$ cat config.mk
export PLATFORM = sky130hd
export DESIGN_NAME = prog_loader
export DESIGN_NICKNAME = d
export VERILOG_FILES = /design/src/rtl/prog_loader.sv
export SDC_FILE = /design/constraint.sdc
export NUM_CORES = 1
export LEC_CHECK = 0
export CAP_MARGIN = 20
export CORE_UTILIZATION = 35
export CTS_CLUSTER_DIAMETER = 50
export DETAILED_ROUTE_END_ITERATION = 6
export RECOVER_POWER = 100
export REMOVE_ABC_BUFFERS = 1
export SLEW_MARGIN = 5
export SYNTH_ARGS = -nofsm -noshare
export SYNTH_HDL_FRONTEND = slang
export SYNTH_SLANG_ARGS = --single-unit
$ cat constraint.sdc
create_clock -name clk_i -period 2.4 [get_ports clk_i]
set_input_delay 0.24 -clock clk_i [delete_from_list [all_inputs] [get_ports clk_i]]
set_output_delay 0.24 -clock clk_i [all_outputs]
set_load 0.01 [all_outputs]
$ cat src/rtl/prog_loader.sv
// prog_loader: boot-time program loader for the 8-bit accumulator CPU.
// Accepts a framed byte stream (length, instruction bytes, checksum) over a
// valid/ready handshake, writes the instruction bytes into program memory,
// and holds the CPU in reset until a frame has loaded with a good checksum.
module prog_loader #(
    parameter int ADDR_W = 5,
    parameter int DATA_W = 8
) (
    input  logic              clk_i,
    input  logic              reset_i,
    input  logic [DATA_W-1:0] byte_i,
    input  logic              valid_i,
    output logic              ready_o,
    input  logic              restart_i,
    output logic              pm_we_o,
    output logic [ADDR_W-1:0] pm_addr_o,
    output logic [DATA_W-1:0] pm_data_o,
    output logic              cpu_rst_o,
    output logic              done_o,
    output logic              err_o,
    output logic [ADDR_W:0]   words_o
);

    // Number of program memory locations; the largest legal frame length.
    localparam int DEPTH = 1 << ADDR_W;

    // Increment constant sized to the byte counter.
    localparam logic [ADDR_W:0] CNT_ONE = (ADDR_W+1)'(1);

    typedef enum logic [2:0] {
        ST_LEN,
        ST_LOAD,
        ST_CHECK,
        ST_DONE,
        ST_ERROR
    } state_t;

    state_t            state_q,   state_d;
    logic [ADDR_W:0]   len_q,     len_d;
    logic [ADDR_W:0]   cnt_q,     cnt_d;
    logic [DATA_W-1:0] sum_q,     sum_d;
    logic              pm_we_q,   pm_we_d;
    logic [ADDR_W-1:0] pm_addr_q, pm_addr_d;
    logic [DATA_W-1:0] pm_data_q, pm_data_d;
    logic              cpu_rst_q, cpu_rst_d;
    logic              done_q,    done_d;
    logic              err_q,     err_d;

    logic accept;
    logic len_ok;

    // The loader takes bytes whenever a frame is in progress; it is closed
    // while a result (DONE or ERROR) is being held.
    assign ready_o = (state_q == ST_LEN) || (state_q == ST_LOAD) || (state_q == ST_CHECK);
    assign accept  = valid_i && ready_o;

    // A length byte is legal only if it fits the program memory and is non-zero.
    assign len_ok  = (byte_i != '0) && (32'(byte_i) <= DEPTH);

    // Next-state and registered-output logic for the whole frame sequence.
    always_comb begin
        state_d   = state_q;
        len_d     = len_q;
        cnt_d     = cnt_q;
        sum_d     = sum_q;
        pm_we_d   = 1'b0;
        pm_addr_d = pm_addr_q;
        pm_data_d = pm_data_q;
        cpu_rst_d = cpu_rst_q;
        done_d    = done_q;
        err_d     = err_q;

        unique case (state_q)
            ST_LEN: begin
                if (accept) begin
                    if (len_ok) begin
                        len_d   = byte_i[ADDR_W:0];
                        cnt_d   = '0;
                        sum_d   = '0;
                        state_d = ST_LOAD;
                    end else begin
                        err_d     = 1'b1;
                        cpu_rst_d = 1'b1;
                        state_d   = ST_ERROR;
                    end
                end
            end

            ST_LOAD: begin
                if (accept) begin
                    pm_we_d   = 1'b1;
                    pm_addr_d = cnt_q[ADDR_W-1:0];
                    pm_data_d = byte_i;
                    sum_d     = sum_q + byte_i;
                    cnt_d     = cnt_q + CNT_ONE;
                    if ((cnt_q + CNT_ONE) == len_q) begin
                        state_d = ST_CHECK;
                    end
                end
            end

            ST_CHECK: begin
                if (accept) begin
                    if (byte_i == sum_q) begin
                        done_d    = 1'b1;
                        cpu_rst_d = 1'b0;
                        state_d   = ST_DONE;
                    end else begin
                        err_d     = 1'b1;
                        cpu_rst_d = 1'b1;
                        state_d   = ST_ERROR;
                    end
                end
            end

            ST_DONE, ST_ERROR: begin
                if (restart_i) begin
                    done_d    = 1'b0;
                    err_d     = 1'b0;
                    cpu_rst_d = 1'b1;
                    cnt_d     = '0;
                    state_d   = ST_LEN;
                end
            end

            default: begin
                cpu_rst_d = 1'b1;
                state_d   = ST_LEN;
            end
        endcase
    end

    // State and datapath registers; reset aborts any frame and drops a pending write.
    always_ff @(posedge clk_i or posedge reset_i) begin
        if (reset_i) begin
            state_q   <= ST_LEN;
            len_q     <= '0;
            cnt_q     <= '0;
            sum_q     <= '0;
            pm_we_q   <= 1'b0;
            pm_addr_q <= '0;
            pm_data_q <= '0;
            cpu_rst_q <= 1'b1;
            done_q    <= 1'b0;
            err_q     <= 1'b0;
        end else begin
            state_q   <= state_d;
            len_q     <= len_d;
            cnt_q     <= cnt_d;
            sum_q     <= sum_d;
            pm_we_q   <= pm_we_d;
            pm_addr_q <= pm_addr_d;
            pm_data_q <= pm_data_d;
            cpu_rst_q <= cpu_rst_d;
            done_q    <= done_d;
            err_q     <= err_d;
        end
    end

    assign pm_we_o   = pm_we_q;
    assign pm_addr_o = pm_addr_q;
    assign pm_data_o = pm_data_q;
    assign cpu_rst_o = cpu_rst_q;
    assign done_o    = done_q;
    assign err_o     = err_q;
    assign words_o   = cnt_q;

endmodule

# Yosys cells after proc, flatten, opt, wreduce, memory -nomap -nowiden
# Index checks and enable logic that the tools add are counted.
[op_classes]
n_addsub = 2
n_lt_le_gt_ge = 1
eq_ne = 15
muxes = 32
n_bitwise = 1
n_reduce_logical = 19
[ops]
columns = ["cell", "n"]
rows = [
  ["6-bit two-way mux", 4],
  ["8-bit two-way mux", 3],
  ["3-bit two-way mux", 7],
  ["6-bit case mux with 3 select lines", 1],
  ["8-bit case mux with 2 select lines", 1],
  ["5-bit AND reduction", 3],
  ["2-bit != test (second input constant)", 7],
  ["1-bit two-way mux", 12],
  ["3-bit case mux with 4 select lines", 1],
  ["8-bit adder", 1],
  ["8-bit == test", 1],
  ["8-bit by 6-bit <= comparator with 1-bit output (second input constant)", 1],
  ["4-bit AND reduction", 2],
  ["8-bit nonzero test", 1],
  ["6-bit by 1-bit adder with 6-bit output (second input constant)", 1],
  ["3-bit by 2-bit == test with 1-bit output (second input constant)", 2],
  ["6-bit == test", 1],
  ["6-bit AND reduction", 1],
  ["3-bit nonzero test", 2],
  ["2-bit by 1-bit != test with 1-bit output (second input constant)", 2],
  ["1-bit case mux with 4 select lines", 1],
  ["2-bit nonzero test", 2],
  ["3-bit by 1-bit == test with 1-bit output (second input constant)", 1],
  ["3-bit == test (second input constant)", 1],
  ["other kinds (9)", 11],
]
[word_totals]
ff_bits = 40
in_bits = 12
output_inout_bits = 24

# Longest topological paths before layout
# Gate-level depths: netlist of run 1.
[depth]
ltp_word = 6
depth_mapped = 7
ltp_nobuf = 7

# Worst setup path after synthesis of run 1
# OpenSTA, ideal clock, no wires.
[synth_timing]
kind = "flip-flop to flip-flop"
start = "register sum_q[6]"
end = "register err_q (netlist: err_o)"
arrival_ns = 1.865
t_required_ns = 2.275
path_slack_ns = 0.410
stages_incl_launch_ff = 6
path_buffers = 0
path_cell_list = "dfrtp_1 -> ha_1 -> or4_1 -> nor4_2 -> a211oi_2 -> mux2_2"
[synth_via]
elab_chain_cells = 3
[synth_lines]
columns = ["item", "line_no", "rtl"]
rows = [
  ["start: declaration", "41", "logic [DATA_W-1:0] sum_q, sum_d;"],
  ["start signal: assignment", "150", "sum_q <= sum_d;"],
  ["8-bit == test", "104", "if (byte_i == sum_q) begin"],
  ["2-bit != test (no source line)", "--", ""],
  ["6-bit AND reduction (no source line)", "--", ""],
  ["end signal: assignment", "156", "err_q <= err_d;"],
  ["end: declaration", "47", "logic err_q, err_d;"],
]
# No other way between the ends.
# A chain may end at the register's enable or synchronous reset.

# Worst setup path after layout of run 1
[layout_timing]
start = "input port byte_i[2]"
end = "register err_q (netlist: err_o)"
[layout_via]
elab_chain_cells = 4
word_cells_on_any_way = 7
classes_between = "order compare: 1; eq/ne: 3; reduce/logical: 3"
[layout_lines]
columns = ["item", "line_no", "rtl"]
rows = [
  ["start: declaration", "11", "input logic [DATA_W-1:0] byte_i,"],
  ["8-bit by 6-bit <= comparator with 1-bit output or 8-bit nonzero test (tied branches)", "58", "assign len_ok = (byte_i != '0) && (32'(byte_i) <= DEPTH);"],
  ["1-bit logical AND", "58", ""],
  ["2-bit != test (no source line)", "--", ""],
  ["6-bit AND reduction (no source line) *", "--", ""],
]
# Mark *: on every way between the ends. The rest lies on a longest branch, timed or not.

==> impl_table.tex, run 1 <==
\begin{tabular}{lr}
\hline
Metric & Value \\
\hline
\multicolumn{2}{l}{\textbf{Synthesis}} \\
Number of cells produced by synthesis & 231 \\
Mean cell area of the mapped netlist & 9.81 um\^{}2 \\
Total standard cell area after synthesis & 0.00227 mm\^{}2 \\
Number of distinct library cells after synthesis & 48 \\
Count of state elements after synthesis & 40 \\
Warning count from the yosys run & 0 \\
Fraction of synthesized cell area taken by the top area cell type & 43.1\% \\
Cell types occupying the most area after synthesis & dfrtp\_1 (43\%), nand2\_1 (7.3\%), ha\_1 (4.4\%) \\
Most area-hungry cell type in the Yosys netlist & dfrtp\_1 \\
Sequential-to-total area share from yosys stat & 44.2\% \\
\multicolumn{2}{l}{\textbf{Timing}} \\
Final Hold Viols & 0 \\
Hold Worst Slack & 470 ps \\
Relative max-transition margin & 34.4\% \\
Post-layout minimum cycle time & 2180 ps \\
Number of pins with negative max-slew slack in the final report & 0 \\
Measured slew at the worst slew-check pin & 984 ps \\
Unrepaired setup endpoints after global routing & no \\
Setup violation total in the final timing report & 0 \\
Clock tree skew after final layout & 8.65 ps \\
Fmax & 458 MHz \\
Period utilization & 90.9\% \\
\multicolumn{2}{l}{\textbf{Power}} \\
Peak ir drop on the vdd network & 0.000468 V \\
Cell Pwr Density & 1130 mW/mm\^{}2 \\
Post-layout power & 3280 uW \\
LEAKAGE & 0.00139 uW \\
\multicolumn{2}{l}{\textbf{Clock tree}} \\
Level count of the clock H-tree & 2 \\
Hold bufs inserted after CTS & 0 \\
Clock slew seen by the registers of the worst setup and hold paths & 90 ps \\
Skew-Pair Late Insertion Delay & 290 ps \\
Maximum root-to-sink buffer count & 2 \\
\# Post-CTS Setup Buffers & 0 \\
CTS tree & built \\
Clock root cell & clkbuf\_8 \\
Clock net sink count & 40 \\
Number of buffers created by CTS & 5 \\
Gates resized, CTS repair & 0 \\
\multicolumn{2}{l}{\textbf{Critical path}} \\
Cell chain of the critical path & clkdlybuf4s50\_1 -> or4\_1 -> or3\_1 -> and2\_4 -> a211oi\_2 -> mux2\_2 \\
Delay of the slowest cell on the worst path & 540 ps \\
Buffers plus inverters on the worst setup path & 1 \\
Startpoint types & input port \\
CP max FO & 4 \\
Cell class contributing the biggest share of worst-path delay & simple AND/OR/NAND/NOR gates \\
Element type at the critical path end & register \\
Kind of critical path & in2reg \\
Slowest stage cell on the critical path & or4\_1 \\
Required time of the worst setup path & 2580 ps \\
WP data arrival & 2360 ps \\
\multicolumn{2}{l}{\textbf{Floorplan}} \\
Placement Rows & 28 \\
Overall die area & 0.00680 mm\^{}2 \\
Starting Density & 37.2\% \\
Die X & 82.5 um \\
\# IOs & 36 \\
CORE AREA & 0.00610 mm\^{}2 \\
DIE HEIGHT & 82.5 um \\
\multicolumn{2}{l}{\textbf{Cells and area}} \\
Area Growth Syn to Fin & 28.8\% \\
Final net count & 310 \\
Area used by multi-input combinational logic & 0.00118 mm\^{}2 \\
Diode count & 0 \\
Area of all sequential standard cells & 0.00100 mm\^{}2 \\
Fill count & 618 \\
Share of post-route cells with drive strength above 1 & 13.4\% \\
Leading cell type in the layout, fill and taps excluded & nand2\_1 \\
Area of all placed cells without fillers & 0.00292 mm\^{}2 \\
Top library cells by usage in the layout, fill and taps aside & nand2\_1 (44), dfrtp\_1 (39), dlygate4sd3\_1 (25) \\
\multicolumn{2}{l}{\textbf{Route}} \\
Drc violations & 0 \\
Total length of routed wires & 5280 um \\
Routed length per placed instance & 14.5 um \\
Starting DRC count in detailed routing & 102 \\
DRT Pass-1 Iters & 4 \\
DR vias/cell & 5.22 \\
Number of nets still failing antenna checks after routing & 0 \\
DR vias & 1,905 \\
\multicolumn{2}{l}{\textbf{Global route}} \\
Congestion Overflow GR & 0 \\
Initial antenna violation count & 0 \\
Vias in the first global route & 1,887 \\
Global-route wire length before repair & 8970 um \\
Tot GR Track Use & 17.9\% \\
Largest net degree at the start of global routing & 41 \\
\multicolumn{2}{l}{\textbf{Place}} \\
DP Wirelength & 3780 um \\
Post-detailed-placement cell area & 0.00286 mm\^{}2 \\
Weighted congestion reported at the end of routability-driven placement & 0.851 \\
\# port buffers & 35 \\
\multicolumn{2}{l}{\textbf{Run status}} \\
Outcome & complete, no violations \\
\multicolumn{2}{l}{\textbf{Run}} \\
Number of maximum-capacitance violations & 0 \\
\multicolumn{2}{l}{\textbf{Worst hold path}} \\
Type of the worst min-delay path & reg2reg \\
\hline
\end{tabular}
[cell type report]
type | count | area share, %
clock buffer | 6 | 2.49
sequential | 40 | 34.3
inverter | 7 | 0.900
clock inverter | 2 | 0.429
tap | 75 | 3.21
multi-input combinational | 176 | 40.4
timing repair buffer | 59 | 18.3
[state kept, by name, indices dropped and copies added (netlist names)]
name and cells:
pm_we_o 1, pm_data_o 8, sum_q 8, err_o 1, state_q 3, words_o 6, done_o 1, pm_addr_o 5
cpu_rst_o 1, len_q 6
[where the power goes]
group | internal, uW | switching, uW
Combinational | 847 | 797
Sequential | 932 | 262
Clock | 203 | 243
[tightest hold or removal path: stages (launching register included)]
cell,delay (ps)
dfrtp_1,340
nand2_1,50
nand2_1,50
[cell families (layout without fill, tap and decap cells)]
| kind of cell | Yosys count | in the layout | synth area share [%] |
|---|---|---|---|
| buffers and inverters | 15 | 74 | 2.93 |
| adder cells (fa/ha/maj) | 9 | 9 | 5.30 |
| multiplexers | 8 | 8 | 4.91 |
| XOR/XNOR | 15 | 15 | 5.80 |
| AO/OA/AOI/OAI | 57 | 57 | 18.2 |
| AND/OR/NAND/NOR | 87 | 87 | 18.7 |
| flip-flops | 40 | 40 | 44.2 |
[metal layers]
layer | wire length, um | vias up | GRT usage [%]
li1 | - | 951 | -
met1 | 2640 | 908 | 24.6
met2 | 2440 | 41 | 27.7
met3 | 160 | 5 | 3.52
met4 | 51 | 0 | 7.02
met5 | 0 | - | 0
[cells in the mapped netlist, drive strengths merged]
library cell / count
or3: 3
nand4bb: 1
nand3: 5
nor4: 4
a211oi: 5
a21oi: 12
o31ai: 2
buf: 4
o32ai: 1
a311oi: 1
inv: 6
nor2: 9
mux2: 7
and4: 1
and3: 3
a22o: 7
o2111ai: 1
clkbuf: 4
o2bb2ai: 2
nand2b: 2
xor2: 5
o21bai: 3
dfstp: 1
o22ai: 1
nor2b: 3
dfrtp: 39
a31oi: 5
nor3b: 1
a21o: 6
ha: 8
nor3: 5
fa: 1
or2: 2
clkinv: 1
o32a: 2
or4: 3
mux2i: 1
a211o: 1
nand2: 44
and2: 1
xnor2: 10
o21ai: 8
[path summary, 6_finish.rpt]
path | startpoint | endpoint | slack (ps) | depth (start not counted)
setup reg to reg | state_q[0] | len_q[5] | 360 | 4
max in group asynchronous | reset_i | sum_q[7] | 1100 | 3
min in group asynchronous | reset_i | pm_we_o | 680 | 3
hold / removal | pm_addr_o[4] | pm_addr_o[4] | 470 | 2
hold reg to reg | pm_addr_o[4] | pm_addr_o[4] | 470 | 2
setup / recovery | byte_i[2] | err_o | 220 | 6
[metrics by stage]
| step | setup slack, ps | std cells | util [%] | TNS [ps] |
|---|---|---|---|---|
| floorplan | 110 | 223 | - | 0 |
| detailed placement | -86.4 | 357 | 47.0 | -197 |
| global route | 144 | 365 | 47.9 | 0 |
| finish | 218 | 365 | 47.9 | 0 |
| global placement | -40.8 | 357 | 47.0 | -51.1 |
| CTS | 229 | 365 | 48.4 | 0 |
(Power assumes the default switching activity.)
==> inputs of run 2 (changes only) <==
--- a/config.mk
+++ b/config.mk
@@ -9,8 +9,10 @@
 export CORE_UTILIZATION = 35
 export CTS_CLUSTER_DIAMETER = 50
 export DETAILED_ROUTE_END_ITERATION = 6
+export PLACE_DENSITY = 0.66
 export RECOVER_POWER = 100
 export REMOVE_ABC_BUFFERS = 1
+export SKIP_CTS_REPAIR_TIMING = 1
 export SLEW_MARGIN = 5
 export SYNTH_ARGS = -nofsm -noshare
 export SYNTH_HDL_FRONTEND = slang
==> run 2 against run 1 <==
Net effect:
- non-clock buffer count down 3
- core utilization down 0.74 points
- combinational power about the same
- total power down 0.64%
- wire length up 0.32%
- clock skew up 1.3 ps
- global-route usage about the same
- critical path depth unchanged
- setup slack worse by 34 ps
- hold slack worse by 0.95 ps
- clock-buffer cell count down 1
==> impl_table.tex, run 2 (synthesis results as in run 1) <==
\begin{tabular}{lr}
\hline
Metric & Value \\
\hline
\multicolumn{2}{l}{\textbf{Global route}} \\
Most Used Layer, Global Route & met2 \\
Largest net degree at the start of global routing & 41 (unchanged) \\
GR met1 Demand/Resource & 21.7\% (-2.9 points) \\
GR Layer Usage met3 & 4.84\% (+1.3 points) \\
M2 GR Usage & 30.2\% (+2.6 points) \\
Congestion Overflow GR & 0 (unchanged) \\
Tot GR Track Use & 17.9\% (-0.029 points) \\
Vias in the first global route & 1,867 (-1.1\%) \\
Initial antenna violation count & 0 (unchanged) \\
Global-route wire length before repair & 8850 um (-1.4\%) \\
\multicolumn{2}{l}{\textbf{Critical path}} \\
Required time of the worst setup path & 2630 ps (+50 ps) \\
Depth of the critical timing path with buffers and inverters included & 6 (unchanged) \\
WP data arrival & 2450 ps (+90 ps) \\
Slowest stage cell on the critical path & or4\_1 \\
Cell chain of the critical path & clkdlybuf4s50\_1 -> or4\_1 -> or3\_1 -> and2\_4 -> a31oi\_2 -> a22o\_1 \\
Reg2reg end & sum\_q[3] \\
Buffers plus inverters on the worst setup path & 1 (unchanged) \\
Source of the worst register-to-register timing path & state\_q[0] \\
Depth of the worst register-to-register path & 5 (+1) \\
Delay of the slowest cell on the worst path & 570 ps (+30 ps) \\
Element type at the critical path end & register \\
Cell class contributing the biggest share of worst-path delay & simple AND/OR/NAND/NOR gates \\
Kind of critical path & in2reg \\
FF-to-FF setup slack & 230 ps (-130 ps) \\
Startpoint types & input port \\
CP max FO & 8 (+4) \\
\multicolumn{2}{l}{\textbf{Floorplan}} \\
DIE HEIGHT & 82.5 um (unchanged) \\
\# IOs & 36 (unchanged) \\
Overall die area & 0.00680 mm\^{}2 (unchanged) \\
Die X & 82.5 um (unchanged) \\
Placement Rows & 28 (unchanged) \\
CORE AREA & 0.00610 mm\^{}2 (unchanged) \\
Starting Density & 37.2\% (unchanged) \\
\multicolumn{2}{l}{\textbf{Route}} \\
Routed length per placed instance & 14.6 um (+1.2\%) \\
Total length of routed wires & 5300 um (+0.32\%) \\
Drc violations & 0 (unchanged) \\
Number of nets still failing antenna checks after routing & 0 (unchanged) \\
Starting DRC count in detailed routing & 76 (-25\%) \\
DR vias & 1,891 (-0.73\%) \\
DRT Pass-1 Iters & 5 (+1) \\
DR vias/cell & 5.22 (about the same) \\
\multicolumn{2}{l}{\textbf{Cells and area}} \\
Area Growth Syn to Fin & 26.8\% \\
Final net count & 307 (-0.97\%) \\
Area of all sequential standard cells & 0.00100 mm\^{}2 (unchanged) \\
Diode count & 0 (unchanged) \\
Area of all placed cells without fillers & 0.00287 mm\^{}2 (-1.5\%) \\
Post-Route Utilization & 47.1\% (-0.74 points) \\
Top library cells by usage in the layout, fill and taps aside & nand2\_1 (44), dfrtp\_1 (39), dlygate4sd3\_1 (26) \\
Area used by multi-input combinational logic & 0.00117 mm\^{}2 (-0.74\%) \\
Fill count & 603 (-2.4\%) \\
Leading cell type in the layout, fill and taps excluded & nand2\_1 \\
Share of post-route cells with drive strength above 1 & 12.5\% (-0.90 points) \\
\multicolumn{2}{l}{\textbf{Power}} \\
Peak ir drop on the vdd network & 0.000573 V (+23\%) \\
Cell Pwr Density & 1140 mW/mm\^{}2 (+0.91\%) \\
LEAKAGE & 0.00137 uW (-1.2\%) \\
\multicolumn{2}{l}{\textbf{Place}} \\
\# port buffers & 35 (unchanged) \\
Post-detailed-placement cell area & 0.00283 mm\^{}2 (-1.2\%) \\
DP Wirelength & 3840 um (+1.5\%) \\
Weighted congestion reported at the end of routability-driven placement & 0.814 (-4.4\%) \\
Setup WS pre-CTS & -82.6 ps (+3.75 ps) \\
\multicolumn{2}{l}{\textbf{Timing}} \\
Relative max-transition margin & 33.5\% (-0.84 points) \\
Final Worst Setup Slack & 184 ps (-34.1 ps) \\
Number of pins with negative max-slew slack in the final report & 0 (unchanged) \\
Measured slew at the worst slew-check pin & 997 ps (+12.6 ps) \\
Clock tree skew after final layout & 9.91 ps (+1.26 ps) \\
Setup violation total in the final timing report & 0 (unchanged) \\
Hold Worst Slack & 469 ps (-0.945 ps) \\
Unrepaired setup endpoints after global routing & no \\
Aggregate negative setup slack & 0 ps (unchanged) \\
Period utilization & 92.3\% (+1.4 points) \\
Final Hold Viols & 0 (unchanged) \\
Post-layout minimum cycle time & 2220 ps (+34.1 ps) \\
Fmax & 451 MHz (-1.5\%) \\
\multicolumn{2}{l}{\textbf{Worst hold path}} \\
Worst Hold Depth & 2 (unchanged) \\
Type of the worst min-delay path & reg2reg \\
Startpoint of the lowest-slack hold path & pm\_addr\_o[3] \\
Worst Hold Endpoint & pm\_addr\_o[3] \\
\multicolumn{2}{l}{\textbf{Clock tree}} \\
Maximum root-to-sink buffer count & 2 (unchanged) \\
Number of buffers created by CTS & 5 (unchanged) \\
Clock net sink count & 40 (unchanged) \\
Clock slew seen by the registers of the worst setup and hold paths & 80 ps (about the same) \\
CTS tree & built \\
Level count of the clock H-tree & 2 (unchanged) \\
Skew-Pair Late Insertion Delay & 300 ps (about the same) \\
Clock root cell & clkbuf\_8 \\
\multicolumn{2}{l}{\textbf{Run}} \\
Number of maximum-capacitance violations & 0 (unchanged) \\
\multicolumn{2}{l}{\textbf{Run status}} \\
Outcome & complete, no violations \\
\hline
\end{tabular}
run 2: through the flow:
| stage | cells | power [uW] |
|---|---|---|
| floorplan | 223 | 2220 |
| global placement | 354 | 2890 |
| detailed placement | 354 | 2930 |
| CTS | 362 | 3410 |
| global route | 362 | 3560 |
| finish | 362 | 3260 |
run 2: how the worst max path moves through the flow:
stage | start | endpoint | slack [ps]
floorplan | state_q[2] | sum_q[6] | 110
global placement | byte_i[1] | err_o | -40
detailed placement | byte_i[1] | err_o | -80
CTS | byte_i[1] | err_o | 230
global route | state_q[0] | sum_q[3] | 80
finish | byte_i[1] | sum_q[5] | 180
run 2: layout make-up:
class,instances,share of cell area (%)
Clock buffer,5,2.39
Clock inverter,3,0.653
Inverter,7,0.914
Multi-Input combinational cell,176,40.7
Sequential cell,40,34.9
Tap cell,75,3.27
Timing Repair Buffer,56,17.2
run 2: metal layers:
| layer | routed length (um) | vias up |
|---|---|---|
| met5 | 0 | - |
| li1 | - | 944 |
| met1 | 2400 | 896 |
| met4 | 51 | 0 |
| met3 | 236 | 4 |
| met2 | 2610 | 47 |
run 2: report_power, final:
| group | switching [uW] | leakage (uW) | internal (uW) |
|---|---|---|---|
| Clock | 251 | 0.0000479 | 203 |
| Combinational | 801 | 0.000806 | 813 |
| Sequential | 264 | 0.000515 | 932 |
run 2: worst reg2reg max path, cell delays in order (launching register included):
cell and delay [ps]:
dfrtp_1 630, nand4bb_1 260, clkinv_1 210, clkbuf_1 610, o21ai_0 190, o2bb2ai_1 190
==> variant: new RTL, flow settings as in run 1 <==
Re-encode `state_t` (5 states) as one-hot, 5 bits wide.
--- a/src/rtl/prog_loader.sv
+++ b/src/rtl/prog_loader.sv
@@ -29,8 +29,8 @@
 
-    typedef enum logic [2:0] {
-        ST_LEN,
-        ST_LOAD,
-        ST_CHECK,
-        ST_DONE,
-        ST_ERROR
+    typedef enum logic [4:0] {
+        ST_LEN   = 5'b00001,
+        ST_LOAD  = 5'b00010,
+        ST_CHECK = 5'b00100,
+        ST_DONE  = 5'b01000,
+        ST_ERROR = 5'b10000
     } state_t;
Function: same outputs for any inputs over 4 cycles, from zero or initial values and one cycle with reset_i high; so few cycles prove little.
==> variant against run 1 <==
- first-iteration DRC count increased by 18%
- design area is 2.2% lower
- clock skew decreased by 0.0048 ns
- critical endpoint is now len_q[3]
- final cell count fell by 2.5%
- largest cell class unchanged
- sequential power decreased by 13%
- non-clock buffer count decreased by 9
- synthesized area shrank 2.1%
- wire length fell by 7.1%
- sequential cell count grew 2
- worst setup slack got worse by 0.099 ns
- sequential share of layout area increased by 2.6 points
- clock power grew 28%
- power fell by 22%
==> variant: results (changes against run 1) <==
Run status
  • Result of the run: complete, no violations

Setup path
  • Cell with the biggest individual delay on the critical path: dlygate4sd3_1
  • Crit Reg-Reg Endpoint: words_o[3]
  • Worst reg2reg startpoint: state_q[0]
  • Reg2Reg Setup Slack: 0.20 ns (-0.16 ns)
  • Top fanout value on the critical path: 7 (+3)
  • Cells on worst reg2reg path: 6 (+2)
  • Setup crit start: byte_i[4]
  • Critical path data arrival time: 2.47 ns (+0.11 ns)

Routing
  • Mean routed wirelength per cell: 13.8 um (-4.8%)
  • Number of DRC markers after the initial detailed-route iteration: 120 (+18%)
  • Detailed-routing wirelength on met1: 2290 um (-13%)
  • DR WL met3: 196 um (+23%)
  • Total met2 wirelength after detailed routing: 2370 um (-2.6%)
  • Per-cell via count in the routed design: 5.05 (-3.3%)

Power and ir drop
  • Leakage power: 1.42 nW (+2.5%)
  • Switching part of the total power: 33.0% (-6.6 points)
  • Worst ir drop on vdd: 0.379 mV (-19%)
  • Fraction of power consumed by combinational cells: 36.6% (-14 points)
  • Clock share of power: 22.4% (+8.8 points)

Cells and area
  • Proportion of layout cells with a drive suffix above 1: 13.5% (+0.075 points)
  • Reg area: 1050 sq um (+5.1%)
  • Layout fillers: 603 (-2.4%)
  • Clk cell area share: 3.94% (+1.0 points)
  • Repair and plain buffers: 50 (-15%)
  • Nonclk inv count: 5 (-2)
  • Non-clock buffering overhead: 15.8% (-2.5 points)
  • Fraction of standard cell area in multi-input logic: 39.4% (-0.94 points)
  • Number of nets in the layout: 301 (-2.9%)

CTS
  • Post-CTS Setup Repair Bufs: 0 (unchanged)
  • Number of sinks on the clock net: 42 (+5.0%)
  • H-tree levels: 2 (unchanged)

Global routing
  • Largest net degree at the start of global routing: 43 (+4.9%)
  • Vias in the first global route: 1720 (-8.9%)
  • Global-route met2 utilization: 27.3% (-0.44 points)
  • GR met1 Demand/Resource: 23.7% (-0.90 points)
  • GRT Overall Usage: 17.1% (-0.85 points)
  • First-pass GRT wire length: 8590 um (-4.2%)
  • Grt met3 use: 3.44% (-0.072 points)

Logic synthesis
  • Sequential element share of the synthesized area: 47.5% (+3.3 points)
  • Post-synthesis compound-gate area fraction: 12.5% (-5.7 points)
  • Share of the synthesized netlist area taken by xor and xnor gates: 7.50% (+1.7 points)
  • Post-Synth Adder-Cell Area: 5.41% (+0.11 points)
  • Multiplexer share of the synthesized area: 4.06% (-0.85 points)
  • Synth top area cells: dfrtp_1 (45%), nand2_1 (10%), ha_1 (4.5%)
  • Top post-synthesis cells by count: nand2_1 (59), dfrtp_1 (40), nor2_1 (10), xnor2_1 (10), xor2_1 (9)
  • Top_reg_cell synth: dfrtp_1
  • Post-synth cell types: 45 (-6.3%)

Hold path
  • Hold endpoint: cpu_rst_o
  • Worst hold path startpoint: cpu_rst_o

Place
  • Half-perimeter wire length after detailed placement: 3570 um (-5.6%)
  • Routability Congestion: 0.862 (+1.3%)

Timing
  • Slew at the pin closest to its max-slew limit: 1.04 ns (+0.0510 ns)
  • Worst Skew: 0.00382 ns (-0.00483 ns)
variant: cell count changes after synthesis, sizes merged, moves of 3 or more:
cell / change
o21ai: +8
a21oi: -5
o21a: +3
nand2: +16
o21bai: -3
buf: -4
xor2: +4
a22o: -5
a211oi: -4
a31oi: -3
variant: worst max path at each step:
stage                       endpoint  slack, ns  cells after the start
final                       len_q[3]       0.12                      6
after global routing      words_o[2]       0.03                      7
after CTS                 words_o[3]       0.05                      6
after detailed placement    len_q[3]      -0.05                      6
after global placement      len_q[4]     -0.005                      6
after floorplan           words_o[3]       0.01                      6
variant: per-stage QoR:
step / power, mW / instances / hold slack [ns] / setup WS [ns] / instance area (sq um)
floorplan: 1.68 / 223 / 0.317 / 0.0101 / 2200
global placement: 2.02 / 348 / 0.449 / -0.00495 / 2760
detailed placement: 2.03 / 348 / 0.450 / -0.0502 / 2760
CTS: 2.62 / 356 / 0.389 / 0.0522 / 2870
global route: 2.74 / 356 / 0.475 / 0.0261 / 2860
finish: 2.55 / 356 / 0.460 / 0.119 / 2860
